<file path="config.mk">
export PLATFORM = sky130hd
export DESIGN_NAME = riscv_lsu
export DESIGN_NICKNAME = d
export VERILOG_FILES = /design/src/rtl/riscv_lsu_pkg.sv /design/src/rtl/riscv_lsu_align.sv /design/src/rtl/riscv_lsu.sv
export SDC_FILE = /design/constraint.sdc
export NUM_CORES = 1
export LEC_CHECK = 0
export CAP_MARGIN = 20
export CORE_MARGIN = 4
export CORE_UTILIZATION = 47
export DETAILED_ROUTE_END_ITERATION = 16
export PLACE_DENSITY_LB_ADDON = 0.15
export SETUP_SLACK_MARGIN = 0.4
export SYNTH_ARGS = -nofsm -noshare
export SYNTH_HDL_FRONTEND = slang
export SYNTH_SLANG_ARGS = --single-unit
</file>
<file path="constraint.sdc">
create_clock -name clk_i -period 2.75 [get_ports clk_i]
set_clock_uncertainty 0.05 [all_clocks]
set_input_delay 0.55 -clock clk_i [delete_from_list [all_inputs] [get_ports clk_i]]
set_output_delay 0.55 -clock clk_i [all_outputs]
set_load 0.1 [all_outputs]
</file>
<file path="src/rtl/riscv_lsu_pkg.sv">
// Shared load/store defines: funct3 size encodings, FSM state type and the
// alignment legality rule used by the LSU.
package riscv_lsu_pkg;

  localparam int ALU_OP_WIDTH = 4;

  localparam logic [2:0] LDST_B  = 3'd0;
  localparam logic [2:0] LDST_H  = 3'd1;
  localparam logic [2:0] LDST_W  = 3'd2;
  localparam logic [2:0] LDST_BU = 3'd4;
  localparam logic [2:0] LDST_HU = 3'd5;

  typedef enum logic [1:0] {
    IDLE = 2'd0,
    WAIT = 2'd1,
    DONE = 2'd2
  } lsu_state_e;

  // Sizes 3, 6 and 7 have no load/store meaning and are always rejected.
  function automatic logic access_legal(input logic [2:0] size, input logic [1:0] addr_lo);
    logic ok;
    case (size)
      LDST_B, LDST_BU: ok = 1'b1;
      LDST_H, LDST_HU: ok = ~addr_lo[0];
      LDST_W:          ok = (addr_lo == 2'b00);
      default:         ok = 1'b0;
    endcase
    return ok;
  endfunction

endpackage

</file>
<file path="src/rtl/riscv_lsu_align.sv">
// Byte-lane steering: byte enables, store-data replication and load-data
// extraction with sign/zero extension. Purely combinational.
module riscv_lsu_align
  import riscv_lsu_pkg::*;
(
  input  logic [2:0]  size,
  input  logic [1:0]  addr_lo,
  input  logic [31:0] wd,
  input  logic [31:0] rd_raw,
  output logic [3:0]  be,
  output logic [31:0] wd_rep,
  output logic [31:0] rd_ext
);

  logic [31:0] rd_shift;

  always_comb begin
    rd_shift = rd_raw >> {addr_lo, 3'b000};
    be       = 4'b1111;
    wd_rep   = wd;
    rd_ext   = rd_shift;
    // size[2] marks the unsigned variants, so it suppresses the sign fill
    case (size)
      LDST_B, LDST_BU: begin
        be     = 4'b0001 << addr_lo;
        wd_rep = {4{wd[7:0]}};
        rd_ext = {{24{rd_shift[7] & ~size[2]}}, rd_shift[7:0]};
      end
      LDST_H, LDST_HU: begin
        be     = 4'b0011 << addr_lo;
        wd_rep = {2{wd[15:0]}};
        rd_ext = {{16{rd_shift[15] & ~size[2]}}, rd_shift[15:0]};
      end
      default: ;
    endcase
  end

endmodule

</file>
<file path="src/rtl/riscv_lsu.sv">
// Load/store unit: accepts one core access at a time, runs it on the memory
// bus with a ready timeout, and returns aligned load data.
//
// state | meaning
// IDLE  | waiting for a core request; illegal requests fault here
// WAIT  | bus request held until mem_ready_i or timeout
// DONE  | one-cycle result/fault presentation
module riscv_lsu
  import riscv_lsu_pkg::*;
#(
  parameter int TIMEOUT_CYCLES = 16
) (
  input  logic        clk_i,
  input  logic        rst_i,
  input  logic        core_req_i,
  input  logic        core_we_i,
  input  logic [2:0]  core_size_i,
  input  logic [31:0] core_addr_i,
  input  logic [31:0] core_wd_i,
  output logic [31:0] core_rd_o,
  output logic        core_stall_req_o,
  output logic        lsu_fault_o,
  output logic        mem_req_o,
  output logic        mem_we_o,
  output logic [3:0]  mem_be_o,
  output logic [31:0] mem_addr_o,
  output logic [31:0] mem_wd_o,
  input  logic [31:0] mem_rd_i,
  input  logic        mem_ready_i
);

  localparam int CNT_W = $clog2(TIMEOUT_CYCLES + 1);

  lsu_state_e       state, state_next;
  logic [31:0]      addr_q, wd_q, rd_q;
  logic             we_q, timeout_q;
  logic [2:0]       size_q;
  logic [CNT_W-1:0] cnt;
  logic             req_legal, wait_last;
  logic [3:0]       be;
  logic [31:0]      wd_rep, rd_ext;

  assign req_legal = access_legal(core_size_i, core_addr_i[1:0]);
  assign wait_last = (cnt == CNT_W'(TIMEOUT_CYCLES - 1));

  always_ff @(posedge clk_i) begin
    if (rst_i) state <= IDLE;
    else       state <= state_next;
  end

  always_comb begin
    state_next = state;
    case (state)
      IDLE:    if (core_req_i && req_legal) state_next = WAIT;
      WAIT:    if (mem_ready_i || wait_last) state_next = DONE;
      DONE:    state_next = IDLE;
      default: state_next = IDLE;
    endcase
  end

  always_ff @(posedge clk_i) begin
    if (rst_i) begin
      addr_q    <= '0;
      wd_q      <= '0;
      rd_q      <= '0;
      we_q      <= 1'b0;
      size_q    <= '0;
      cnt       <= '0;
      timeout_q <= 1'b0;
    end else begin
      case (state)
        IDLE: begin
          cnt       <= '0;
          timeout_q <= 1'b0;
          if (core_req_i && req_legal) begin
            addr_q <= core_addr_i;
            wd_q   <= core_wd_i;
            we_q   <= core_we_i;
            size_q <= core_size_i;
          end
        end
        WAIT: begin
          // ready on the last allowed cycle still completes without a fault
          if (mem_ready_i) begin
            if (!we_q) rd_q <= mem_rd_i;
          end else if (wait_last) begin
            timeout_q <= 1'b1;
          end else begin
            cnt <= cnt + CNT_W'(1);
          end
        end
        default: cnt <= '0;
      endcase
    end
  end

  riscv_lsu_align u_align (
    .size    (size_q),
    .addr_lo (addr_q[1:0]),
    .wd      (wd_q),
    .rd_raw  (rd_q),
    .be      (be),
    .wd_rep  (wd_rep),
    .rd_ext  (rd_ext)
  );

  always_comb begin
    mem_req_o        = (state == WAIT);
    mem_we_o         = (state == WAIT) && we_q;
    mem_be_o         = (state == WAIT) ? be : 4'b0000;
    mem_addr_o       = {addr_q[31:2], 2'b00};
    mem_wd_o         = wd_rep;
    core_stall_req_o = core_req_i && (((state == IDLE) && req_legal) || (state == WAIT));
    lsu_fault_o      = ((state == IDLE) && core_req_i && !req_legal) ||
                       ((state == DONE) && timeout_q);
    core_rd_o        = ((state == DONE) && !we_q && !timeout_q) ? rd_ext : 32'h0;
  end

endmodule

</file>
==> metrics.csv <==
metric,value,unit
Final Cell Area,0.009552,sq mm
clk sinks,108,
Netlist cell types,54,
post-route minimum period,2.624,ns
global route overflow,0,
htree depth,3,
GRT Resource Usage Total,25.55,%
Power per Cell Area,436.2,mW/mm^2
total of max-cap violations,0,
Final Hold Vio Count,0,
Least-Margin Pin Slew,0.5827,ns
"wirelength, routed",19060,um
"CTS clk-pin slew, worst paths",0.07,ns
outcome,completed,
"Seq/Total Area, Yosys",36.47,%
commonest cells in the synthesized netlist,"nand2_1 (209), dfxtp_1 (108), mux2i_1 (81)",
DR DRC count,0,
DRT Pass-1 Iters,5,
Mapped Area,0.005928,sq mm
# IOs,208,
ranking of synthesized cells by area,"dfxtp_1 (36%), mux2i_1 (14%), nand2_1 (13%), mux2_2 (6.1%), buf_4 (5.8%)",
area share of the largest cell type after synthesis,36.47,%
First DRT Iteration DRCs,384,
Area Overhead vs Synth,61.12,%
dpl ws,0.05224,ns
initial antenna violation count,0,
"Clk Latency, worst-skew pair",0.35,ns
Horiz. Die Dim,120.3,um
setup ws final,0.1256,ns
layout cells sized above 1,31.15,%
cell taking the most area after synthesis,dfxtp_1,
Slew Limit Fails,0,
CTS Root Cell,clkbuf_16,
Fmax,381.0,MHz
class of the most critical setup path,flop to primary output,
Wirelength per Cell,18.36,um
die area,0.01447,sq mm
Critical Path End Type,primary output,
largest net degree at the start of global routing,60,
Post-Synthesis Cells,700,
Detail Placement HPWL,13340,um
dominant synthesized flop cell,dfxtp_1,
Max rail drop VDD,0.3951,mV
via count,5658,
Rel. slew slack,61.15,%
Row Count,40,
maximum buffer depth of the clock tree,2,
CP startpoint kind,flop,
CTS Buf Count,9,
Starting Density,48.74,%
core area,0.01216,sq mm
hold bufs inserted after CTS,0,
fin nets,972,
Worst EP required,2.15,ns
Ant. Diodes,0,
Critical Path Fanout Max,16,
Synth Warn #,0,
RSZ-0062 raised after global routing,true,
vias in the first global route,5670,
number of enable flip-flop cells after synthesis,0,
most common cell in the netlist,nand2_1,
post-detailed-route count of antenna-violating nets,0,
HP Class,flop to flop,
die height,120.3,um
TritonCTS clock tree,yes,
syn avg cell area,8.469,sq um
first-pass GRT wire length,29720,um
final cycle utilization of the critical path,95.43,%
setup_tns,0,ns
Final setup viols,0,
Port-buffer cells,205,
Leak,3.557,nW
GPL Wtd Cong,0.8333,
post-DR vias/cell,5.451,
async set-reset flop share out of synthesis,0,%
CP arrival,2.02,ns
"flops & latches, synth",108,
total placed instance area,0.008730,sq mm
Hold Slack,0.4101,ns
-- repair_timing --
| action | in CTS | in global routing |
|---|---|---|
| gates cloned | 2 | 1 |
| setup endpoints to repair | 47 | 43 |
| gates resized for setup | 56 | 23 |
| hold endpoints to repair | 0 | 0 |
| buffers inserted | 11 | 6 |
| pin swaps | 13 | 13 |
-- worst max-delay path: stages (launching register included) --
cell	delay (ns)
dfxtp_4	0.40
buf_4	0.14
xor2_1	0.25
a21oi_2	0.13
buf_12	0.19
o211ai_1	0.29
clkbuf_16	0.26
-- metal layers --
metal | GRT usage [%] | vias up | routed length (um)
li1 | - | 2669 | -
met1 | 28.95 | 2711 | 7283
met2 | 45.06 | 245 | 9847
met3 | 7.343 | 33 | 1455
met4 | 10.48 | 0 | 476
met5 | 0 | - | 0
-- cell usage in the layout (no fill, tap or decap), types with 3 or more instances in the layout --
cell / instances
clkinvlp_4: 4
a21oi_1: 38
buf_12: 73
nor3_4: 8
nand2_1: 209
nand4_1: 8
buf_6: 7
a21oi_2: 3
o211ai_1: 6
o21ai_0: 3
clkbuf_16: 13
inv_1: 4
nor2_1: 12
nand3_1: 8
buf_8: 3
dfxtp_1: 100
a221oi_4: 5
dfxtp_2: 5
o211ai_4: 10
dlygate4sd2_1: 5
mux2_2: 32
dfxtp_4: 3
a221oi_2: 3
buf_4: 61
mux2i_1: 81
a211oi_4: 7
o21ai_1: 6
clkdlybuf4s50_1: 97
-- through the flow --
stage	util [%]	instances	total power, mW
after floorplan	-	701	2.521
after global placement	71.78	1003	2.881
after detailed placement	71.78	1003	2.903
after CTS	77.23	1031	4.169
after global routing	78.54	1038	4.311
final	78.54	1038	4.167
-- registers in the layout, summed over array words and instances, names as in the netlist --
| name | count |
|---|---|
| rd_q | 32 |
| we_q | 1 |
| cnt | 5 |
| addr_q | 32 |
| timeout_q | 1 |
| wd_q | 32 |
| size_q | 3 |
| state | 2 |
-- final timing paths --
path | slack, ns | end | depth (start not counted) | from
setup / recovery | 0.13 | core_rd_o[31] | 6 | addr_q[0]$_SDFFE_PP0P_
setup reg to reg | 0.96 | cnt[4]$_SDFFE_PP0N_ | 6 | cnt[0]$_SDFFE_PP0N_
hold / removal | 0.41 | rd_q[4]$_SDFFE_PP0P_ | 2 | rd_q[4]$_SDFFE_PP0P_
hold reg to reg | 0.41 | rd_q[4]$_SDFFE_PP0P_ | 2 | rd_q[4]$_SDFFE_PP0P_
-- report_power, final --
part           leakage, nW  switching [mW]  total [mW]  internal [mW]
registers            0.882          0.0587        1.69           1.63
logic                 2.55           0.781        1.26          0.477
clock network        0.126           0.603        1.22          0.619
-- area by class of cell --
type,instances,area (sq um)
clock buffer,9,225.2
clock inverter,6,51.30
fill,770,2610
inverter,6,28.78
multi-input combinational,489,3656
sequential,108,2180
tap,168,210.2
timing repair buffer,252,3201
-- logic make-up (layout without fill, tap and decap cells) --
| kind of cell | after synthesis | after routing | synth area share, % |
|---|---|---|---|
| muxes | 114 | 114 | 20.14 |
| other | 1 | 2 | 0.06326 |
| DFF | 108 | 108 | 36.47 |
| and+or+nand+nor | 270 | 271 | 19.80 |
| adders and majority gates | 2 | 2 | 0.4221 |
| xor gates and xnor gates | 3 | 3 | 0.4433 |
| buffers and inverters | 105 | 273 | 10.91 |
| AOI/OAI and AO/OA | 97 | 97 | 11.76 |
Note: power is estimated with default switching activity, not from simulation.
